## config.mk

```make
export PLATFORM = sky130hd
export DESIGN_NAME = uart_rx_fsm_flat
export DESIGN_NICKNAME = d
export VERILOG_FILES = /design/src/rtl/uart_rx_pkg.sv /design/src/rtl/uart_rx_fsm_if.sv /design/src/rtl/uart_rx_fsm.sv /design/src/flat_wrapper.sv
export SDC_FILE = /design/constraint.sdc
export NUM_CORES = 1
export LEC_CHECK = 0
export CORE_UTILIZATION = 33
export CTS_CLUSTER_DIAMETER = 50
export DETAILED_ROUTE_END_ITERATION = 12
export PLACE_DENSITY = 0.83
export SLEW_MARGIN = 20
export SYNTH_ARGS = -nofsm -noshare
export SYNTH_HDL_FRONTEND = slang
export SYNTH_SLANG_ARGS = --single-unit
```

## constraint.sdc

```tcl
create_clock -name clk -period 2.3 [get_ports clk]
set_input_delay 0.345 -clock clk [delete_from_list [all_inputs] [get_ports clk]]
set_output_delay 0.345 -clock clk [all_outputs]
set_load 0.01 [all_outputs]
```

## src/rtl/uart_rx_pkg.sv

```systemverilog
// Shared types and frame constants for the UART receiver control path.
package uart_rx_pkg;

  typedef enum logic [2:0] {
    IDLE,
    START,
    DATA,
    PARITY,
    STOP,
    VALID
  } state_t;

  localparam int DATA_BITS     = 8;
  localparam int START_IDX     = 0;
  localparam int LAST_DATA_IDX = 8;

endpackage

```

## src/rtl/uart_rx_fsm_if.sv

```systemverilog
// Control/status bundle between the RX FSM and its counter, sampler, deserializer and checkers.
interface uart_rx_fsm_if #(
  parameter int Prescale_width = 6,
  parameter int n_bits         = 4
);
  logic                      RX_IN;
  logic                      PAR_EN;
  logic [Prescale_width-1:0] Prescale;
  logic [Prescale_width-1:0] edge_cnt;
  logic [n_bits-1:0]         bit_cnt;
  logic                      strt_glitch;
  logic                      par_err;
  logic                      stp_err;
  logic                      enable;
  logic                      dat_samp_en;
  logic                      strt_chk_en;
  logic                      par_chk_en;
  logic                      stp_chk_en;
  logic                      deser_en;
  logic                      data_valid;

  modport master (
    output RX_IN, PAR_EN, Prescale, edge_cnt, bit_cnt, strt_glitch, par_err, stp_err,
    input  enable, dat_samp_en, strt_chk_en, par_chk_en, stp_chk_en, deser_en, data_valid
  );

  modport slave (
    input  RX_IN, PAR_EN, Prescale, edge_cnt, bit_cnt, strt_glitch, par_err, stp_err,
    output enable, dat_samp_en, strt_chk_en, par_chk_en, stp_chk_en, deser_en, data_valid
  );
endinterface

```

## src/rtl/uart_rx_fsm.sv

```systemverilog
// UART receiver frame sequencer: start, data, optional parity and stop phases,
// driven by the external edge/bit counter.
module uart_rx_fsm
  import uart_rx_pkg::*;
#(
  parameter int Prescale_width = 6,
  parameter int n_bits         = 4
) (
  input logic         clk,
  input logic         reset,
  uart_rx_fsm_if.slave bus
);

  state_t                    state;
  state_t                    next_state;
  logic                      bit_end;
  logic                      last_data;
  logic [Prescale_width-1:0] last_edge;

  assign last_edge = bus.Prescale - Prescale_width'(1);
  assign bit_end   = (bus.edge_cnt == last_edge);
  assign last_data = (bus.bit_cnt == n_bits'(LAST_DATA_IDX));

  always_ff @(posedge clk or posedge reset) begin
    if (reset) state <= IDLE;
    else       state <= next_state;
  end

  always_comb begin
    next_state      = state;
    bus.enable      = 1'b0;
    bus.dat_samp_en = 1'b0;
    bus.strt_chk_en = 1'b0;
    bus.par_chk_en  = 1'b0;
    bus.stp_chk_en  = 1'b0;
    bus.deser_en    = 1'b0;
    bus.data_valid  = 1'b0;
    unique case (state)
      IDLE: begin
        if (!bus.RX_IN) next_state = START;
      end
      START: begin
        bus.enable      = 1'b1;
        bus.dat_samp_en = 1'b1;
        bus.strt_chk_en = 1'b1;
        if (bit_end) next_state = bus.strt_glitch ? IDLE : DATA;
      end
      DATA: begin
        bus.enable      = 1'b1;
        bus.dat_samp_en = 1'b1;
        bus.deser_en    = bit_end;
        if (bit_end && last_data) next_state = bus.PAR_EN ? PARITY : STOP;
      end
      PARITY: begin
        bus.enable      = 1'b1;
        bus.dat_samp_en = 1'b1;
        bus.par_chk_en  = 1'b1;
        if (bit_end) next_state = bus.par_err ? IDLE : STOP;
      end
      STOP: begin
        bus.enable      = 1'b1;
        bus.dat_samp_en = 1'b1;
        bus.stp_chk_en  = 1'b1;
        if (bit_end) next_state = bus.stp_err ? IDLE : VALID;
      end
      VALID: begin
        // enable drops here so the counter restarts from 0 for a back-to-back START
        bus.data_valid = 1'b1;
        next_state     = bus.RX_IN ? IDLE : START;
      end
      default: next_state = IDLE;
    endcase
  end

endmodule

```

## src/flat_wrapper.sv

```systemverilog
// flat-port wrapper written by rule: the top's interface ports become plain ports
module uart_rx_fsm_flat import uart_rx_pkg::*;
#(
  parameter int Prescale_width = 6,
  parameter int n_bits         = 4
)
  (clk, reset, bus_RX_IN, bus_PAR_EN, bus_Prescale, bus_edge_cnt, bus_bit_cnt, bus_strt_glitch, bus_par_err, bus_stp_err, bus_enable, bus_dat_samp_en, bus_strt_chk_en, bus_par_chk_en, bus_stp_chk_en, bus_deser_en, bus_data_valid);
  uart_rx_fsm_if #(.Prescale_width(Prescale_width), .n_bits(n_bits)) bus_i ();
  input logic clk;
  input logic reset;
  input wire logic [$bits(bus_i.RX_IN)-1:0] bus_RX_IN;
  input wire logic [$bits(bus_i.PAR_EN)-1:0] bus_PAR_EN;
  input wire logic [$bits(bus_i.Prescale)-1:0] bus_Prescale;
  input wire logic [$bits(bus_i.edge_cnt)-1:0] bus_edge_cnt;
  input wire logic [$bits(bus_i.bit_cnt)-1:0] bus_bit_cnt;
  input wire logic [$bits(bus_i.strt_glitch)-1:0] bus_strt_glitch;
  input wire logic [$bits(bus_i.par_err)-1:0] bus_par_err;
  input wire logic [$bits(bus_i.stp_err)-1:0] bus_stp_err;
  output wire logic [$bits(bus_i.enable)-1:0] bus_enable;
  output wire logic [$bits(bus_i.dat_samp_en)-1:0] bus_dat_samp_en;
  output wire logic [$bits(bus_i.strt_chk_en)-1:0] bus_strt_chk_en;
  output wire logic [$bits(bus_i.par_chk_en)-1:0] bus_par_chk_en;
  output wire logic [$bits(bus_i.stp_chk_en)-1:0] bus_stp_chk_en;
  output wire logic [$bits(bus_i.deser_en)-1:0] bus_deser_en;
  output wire logic [$bits(bus_i.data_valid)-1:0] bus_data_valid;
  assign bus_i.RX_IN = bus_RX_IN;
  assign bus_i.PAR_EN = bus_PAR_EN;
  assign bus_i.Prescale = bus_Prescale;
  assign bus_i.edge_cnt = bus_edge_cnt;
  assign bus_i.bit_cnt = bus_bit_cnt;
  assign bus_i.strt_glitch = bus_strt_glitch;
  assign bus_i.par_err = bus_par_err;
  assign bus_i.stp_err = bus_stp_err;
  assign bus_enable = bus_i.enable;
  assign bus_dat_samp_en = bus_i.dat_samp_en;
  assign bus_strt_chk_en = bus_i.strt_chk_en;
  assign bus_par_chk_en = bus_i.par_chk_en;
  assign bus_stp_chk_en = bus_i.stp_chk_en;
  assign bus_deser_en = bus_i.deser_en;
  assign bus_data_valid = bus_i.data_valid;
  uart_rx_fsm #(.Prescale_width(Prescale_width), .n_bits(n_bits)) u_core (.clk(clk), .reset(reset), .bus(bus_i));
endmodule
```

# Word level (Yosys, flattened, before mapping)

Index checks and enable logic that the tools add are counted.

Register bits after elaboration: 3
Input port bits: 23
Output and inout bits: 7
Logic and storage cells: 35

Add/subtract/negate cells: 1
Eq/ne operators: 12
Mux-type cells: 17
Reduce and logical (&&, ||, !) cells: 4

Operators by type and width:

| operator              | number |
|---|---|
| $mux W3               | 8 |
| $pmux W3 S6           | 1 |
| $ne A2 B1 Y1 const B  | 4 |
| $mux W1               | 7 |
| $eq A3 B2 Y1 const B  | 2 |
| $eq A3 B3 Y1 const B  | 2 |
| $eq A6 B6 Y1          | 1 |
| $sub A6 B1 Y6 const B | 1 |
| $reduce_and A5 Y1     | 1 |
| $eq A4 B4 Y1 const B  | 1 |
| $reduce_or A4 Y1      | 1 |
| $eq A3 B1 Y1 const B  | 1 |
| $logic_not A3 Y1      | 1 |
| $mux W2               | 1 |
| $ne A2 B2 Y1 const B  | 1 |
| $logic_and A1 B1 Y1   | 1 |

# Longest topological paths before layout

Gate-level depths: netlist of the first run.

Depth after elaboration: 5
Gate-level depth with buffers: 6
Depth with buffers taken out: 6

# Worst setup path after synthesis of the first run

Ideal clock, no wire load.

Kind: input port to output port
From: input bus_Prescale[1]
To: output bus_deser_en
Arrival: 2051 ps
Required time: 1955 ps
Setup slack: -96 ps
Stages on the path: 5
Path buffers: 0
Cells stage by stage: or4_4 -> or3_4 -> a2111oi_4 -> and2_2 -> and3_1

Cells in the longest elaborated chain, start to end: 3

RTL lines:

| what          | line               | source |
|---|---|---|
| from (decl)   | flat_wrapper.sv:13 | `input wire logic [$bits(bus_i.Prescale)-1:0] bus_Prescale;` |
| $sub A6 B1 Y6 | uart_rx_fsm.sv:20  | `assign last_edge = bus.Prescale - Prescale_width'(1);` |
| $eq A6 B6 Y1  | uart_rx_fsm.sv:21  | `assign bit_end = (bus.edge_cnt == last_edge);` |
| $mux W1       | uart_rx_fsm.sv:38  | `unique case (state)` |
| to (decl)     | flat_wrapper.sv:24 | `output wire logic [$bits(bus_i.deser_en)-1:0] bus_deser_en;` |

No other way between the ends.

# Worst setup path after layout of the first run

From: input bus_Prescale[2]
To: output bus_deser_en

Same word-level chain as after synthesis.

==> results of run 1 <==
path summary, 6_finish.rpt:
check	to	slack, ns	cells past startpoint
hold reg to reg	u_core.state[2]	0.79	2
setup reg to reg	u_core.state[2]	0.83	4
setup / recovery	bus_deser_en	-0.13	7
hold / removal	u_core.state[1]	0.28	2
max in group asynchronous	u_core.state[2]	1.90	2
min in group clk	u_core.state[2]	0.79	2
report_power, final:
part / switching, mW / internal (mW)
Combinational: 0.113 / 0.166
Sequential: 0.0326 / 0.0657
Clock: 0.0255 / 0.0649
per-layer routing:
metal / up-vias / routed length, um / global-route usage (%)
met2: 18 / 744 / 33.2
met5: - / 0 / 0
met1: 288 / 599 / 20.5
met4: 0 / 0 / 8.87
met3: 0 / 89 / 3.72
li1: 315 / - / -
per-stage QoR:
stage,std cells,setup WS (ns),area (um^2),power (mW),TNS [ns]
floorplan,62,-0.0349,517,0.247,-0.0349
global placement,113,-0.870,875,0.368,-1.77
detailed placement,113,-0.910,875,0.375,-1.92
CTS,118,-0.248,908,0.470,-0.248
global route,119,-0.214,928,0.507,-0.215
finish,119,-0.134,928,0.467,-0.134
cell type report:
type | count | area, um^2
fill | 124 | 438
multi-input combinational | 51 | 404
clock buffer | 4 | 26.3
sequential | 3 | 75.1
tap | 15 | 18.8
inverter | 5 | 18.8
timing repair buffer | 41 | 385
Yosys cell counts, types with 2 or more instances:
library cell | instances | area [um^2]
a31oi_1 | 3 | 18.8
nor2b_1 | 3 | 18.8
xnor2_1 | 7 | 61.3
o21ai_0 | 2 | 10.0
o211ai_1 | 3 | 22.5
nor2_1 | 7 | 26.3
buf_4 | 2 | 15.0
dfrtp_1 | 3 | 75.1
inv_1 | 5 | 18.8
nor3_1 | 3 | 15.0
timing repair:
action | 4_1_cts | 5_1_grt
gates cloned | 0 | 0
gates resized for setup | 22 | 3
pin swaps | 4 | 4
endpoints found under the setup margin | 4 | 2
buffers inserted | 1 | 1
kinds of logic (layout without fill, tap and decap cells):
family          Yosys count  after routing  synth area share, %
compound gates           17             17                 29.7
xor+xnor                  7              7                 12.0
fa+ha+maj                 1              1                 2.45
buf+inv                   8             50                 8.82
flops                     3              3                 14.7
mux                       1              1                 2.21
simple gates             25             25                 30.2
critical path: cells and delay by family:
family | cells | cell delay (ns)
buf+inv | 2 | 0.18
compound gates | 1 | 0.32
simple gates | 4 | 1.24
==> impl_metrics.tcl, run 1 <==
set metrics [dict create \
    path_cells "buf_6 -> or4_4 -> or3_4 -> a2111oi_4 -> and2_4 -> and3_4 -> buf_6" \
    cts_made_buffers 3 \
    crit_required_ns 1.96 \
    reg_top3 "u_core.state x3" \
    worst_path_max_delay_cell "or4_4" \
    grt_max_degree 14 \
    synth_edf_count 0 \
    ios 30 \
    rsz0062_at_grt "yes" \
    die_area_um2 1710 \
    synth_seq_cells 3 \
    syn-cell-area_um2 510 \
    synth_top_flop_cell "dfrtp_1" \
    p_leak_nw 0.396 \
    yosysSeqAreaShare_pct 14.7 \
    area_delta_synth_final_pct 81.9 \
    port_buffers 29 \
    utilization_pct 67.9 \
    htreeDepth 1 \
    first_iter_violations 14 \
    worst_pin_slew_ns 0.537 \
    antenna_cells 0 \
    grtUsageTotal_pct 18.5 \
    finalClockSkew_ns 0.00321 \
    cts_hold_buf 0 \
    final_max_slew_viol_count 0 \
    overflow 0 \
    fmaxAchievable_mhz 411 \
    hpwl_um 1190 \
    mostFrequentLayoutCells "22 x clkdlybuf4s50_1, 12 x buf_4, 7 x nor2_1, 6 x xnor2_1, 5 x inv_1" \
    globalplace.congestion 0.790 \
    critical_path_class "input port to primary output" \
    violations "negative setup slack" \
    max_stage_delay_ns 0.52 \
    final_common_cell "clkdlybuf4s50_1" \
    antenna_found_initial 0 \
    core-area_um2 1370 \
    cts.clk_slew.worst_paths_ns 0.04 \
    grt_pass1_vias 522 \
    largest_reg_flops 3 \
    synth_fp_nets 86 \
    max-slew-margin-rel_pct 63.7 \
    drc 0 \
    rr_startpoint "u_core.state[1]" \
    clock_latency_ns 0.23 \
    vdd_drop_max_mv 0.343 \
    hold_class "input port to async pin" \
    start_kind "input port" \
    power_density_nw_per_um2 503 \
    routed_via_density 5.22 \
    finalCritPeriodShare_pct 106 \
    top_register "u_core.state" \
    grt_pass1_wl_um 2040 \
    vias 621 \
    clockBufferDepth 2 \
    finalHoldViolCount 0 \
    die_y_um 41.3 \
    synth_cells 62 \
    fin_crit_ns 2.43 \
    setup_slack_ns -0.134 \
    ys_types 34 \
    startpoint "bus_Prescale[2]" \
    syn_area_per_cell_um2 8.23 \
    wl_per_cell_um 12.0 \
    endpoint_kind "primary output" \
    holdWs_ns 0.277 \
    cts-root-buf "clkbuf_4" \
    final_nets 129 \
    die_x_um 41.3 \
    drt-total-wl_um 1430 \
    ys_warn_count 0 \
    initial_utilization_pct 37.4 \
    setup_viol 1 \
    status "finished, violations left" \
    dr.pass1.iters 4 \
    cp_max_fo 2 \
    num_rows 13 \
    crit_top_cell "buf_6" \
    drive_above_1_share_pct 28.8 \
    ant_nets 0 \
    synth_async_sr_flop_share_pct 100 \
    clock_sinks 3 \
    cts_tree "done" \
    drv_cap 0 \
    cp.arrival_ns 2.09 \
]
No activity file was read; power rests on OpenSTA's default activity.
==> inputs of run 2 (changes only) <==
--- a/config.mk
+++ b/config.mk
@@ -5,6 +5,7 @@
 export SDC_FILE = /design/constraint.sdc
 export NUM_CORES = 1
 export LEC_CHECK = 0
+export CORE_MARGIN = 4
 export CORE_UTILIZATION = 33
 export CTS_CLUSTER_DIAMETER = 50
 export DETAILED_ROUTE_END_ITERATION = 12
@@ -13,3 +14,4 @@
 export SYNTH_ARGS = -nofsm -noshare
 export SYNTH_HDL_FRONTEND = slang
 export SYNTH_SLANG_ARGS = --single-unit
+export TNS_END_PERCENT = 5
==> impl_metrics.tcl, run 2 (synthesized netlist as in run 1, its figures left out) <==
set metrics [dict create \
    setup_viol 1 \
    top_register "u_core.state" \
    clkPwrFrac_pct 20.0 \
    dp.cells 111 \
    power_density_nw_per_um2 512 \
    worst_pin_slew_ns 0.571 \
    drive_above_1_share_pct 27.9 \
    crit_required_ns 1.96 \
    cp_max_fo 2 \
    port_buffers 29 \
    internal-power_mw 0.295 \
    rsz0062_at_grt "yes" \
    cts_made_buffers 3 \
    num_rows 13 \
    switchingPower_mw 0.180 \
    final_area_um2 927 \
    power_frac_comb_pct 59.2 \
    largest_reg_flops 3 \
    core-area_um2 1380 \
    fin_crit_ns 2.48 \
    final_max_slew_viol_count 0 \
    first_iter_violations 13 \
    hold_class "input port to async pin" \
    cts.clk_slew.worst_paths_ns 0.04 \
    initial_utilization_pct 36.9 \
    final_nets 129 \
    status "finished, violations left" \
    fmaxAchievable_mhz 403 \
    area_delta_synth_final_pct 81.6 \
    ios 30 \
    antenna_cells 0 \
    postPlaceCellArea_um2 860 \
    cts_tree "done" \
    grt_pass1_wl_um 2610 \
    worst_r2r_path_depth 4 \
    seqCellArea_um2 75.1 \
    violations "negative setup slack" \
    ant_nets 0 \
    multi_input_area_um2 404 \
    drt-total-wl_um 1750 \
    max-slew-margin-rel_pct 61.4 \
    finalCritPeriodShare_pct 108 \
    grtUsageTotal_pct 16.8 \
    clock_latency_ns 0.24 \
    antenna_found_initial 0 \
    power_frac_seq_pct 20.7 \
    critical_path_class "input port to primary output" \
    hpwl_um 1390 \
    final_common_cell "clkdlybuf4s50_1" \
    swShare_pct 38.0 \
    grt_pass1_vias 641 \
    tns_ns -0.181 \
    cts-root-buf "clkbuf_4" \
    mostFrequentLayoutCells "22 x clkdlybuf4s50_1, 12 x buf_4, 7 x nor2_1, 6 x xnor2_1, 5 x inv_1" \
    nFillCells 124 \
    setup_slack_ns -0.181 \
    vdd_drop_max_mv 0.359 \
    clockBufferDepth 2 \
    drv_cap 0 \
    holdWs_ns 0.281 \
    dr.pass1.iters 4 \
    p_leak_nw 0.396 \
    endpoint_kind "primary output" \
    start_kind "input port" \
    reg_top3 "u_core.state x3" \
    die_x_um 47.3 \
    drc 0 \
    grt_max_degree 14 \
    die_y_um 47.3 \
    globalplace.congestion 0.753 \
    die_area_um2 2240 \
    routed_via_density 5.34 \
    finalClockSkew_ns 0.00283 \
    overflow 0 \
    fin_cells 119 \
    clock_sinks 3 \
    wl_per_cell_um 14.7 \
    finalHoldViolCount 0 \
    vias 636 \
    htreeDepth 1 \
    cp.arrival_ns 2.14 \
]
[run 2: cell count changes in the layout (fill, tap and decap cells not counted)]
cell,delta
clkdlybuf4s15_1,+1
clkdlybuf4s15_2,-1
[run 2: path summary, 6_finish.rpt]
path,startpoint,to,slack [ns]
worst max-delay path,bus_Prescale[0],bus_deser_en,-0.18
worst min-delay path,reset,u_core.state[1],0.28
worst max register to register,u_core.state[1],u_core.state[2],0.82
worst min register to register,u_core.state[0],u_core.state[2],0.79
max in group asynchronous,reset,u_core.state[2],1.89
min in group clk,u_core.state[0],u_core.state[2],0.79
[run 2: critical path, stage by stage]
cell,delay [ns]
buf_6,0.09
or4_4,0.52
or3_4,0.36
a2111oi_4,0.35
and2_4,0.21
and3_4,0.17
buf_6,0.09
[run 2: cell type report]
class,instances,share of cell area (%)
repair buffers,41,41.4
multi-input cells,51,43.6
well taps,15,2.02
clock buffers,4,2.83
flip-flops and latches,3,8.10
inverters,5,2.02
[run 2: what timing repair did]
action	CTS	global route
gates cloned	0	0
endpoints found under the setup margin	4	2
pin swaps	5	4
hold buffers	0	0
buffers inserted	3	1
resized for setup	20	4
[run 2: per-layer routing]
metal  track usage (%)  routed length [um]  up-vias  share of wire (%)
li1                  -                   -      316                  -
met1              18.1                 674      289                 39
met2              30.5                 925       27                 53
met3              2.30                 111        4                6.4
met4              9.94                  36        0                2.1
met5                 0                   0        -                  0
[run 2: stage by stage]
step / worst slack (ns) / util (%) / power (mW)
6_report: -0.181 / 67.1 / 0.475
5_1_grt: -0.222 / 67.1 / 0.508
4_1_cts: -0.274 / 65.2 / 0.477
3_5_place_dp: -0.924 / 62.2 / 0.373
3_3_place_gp: -0.866 / 62.2 / 0.367
2_1_floorplan: -0.0349 / - / 0.247
[run 2: power groups by stage]
stage | logic, mW | clock network [mW] | registers [mW]
after floorplan | 0.169 | 0 | 0.0786
after global placement | 0.270 | 0 | 0.0976
after detailed placement | 0.276 | 0 | 0.0976
after CTS | 0.279 | 0.101 | 0.0973
after global routing | 0.305 | 0.101 | 0.102
final | 0.281 | 0.0952 | 0.0984
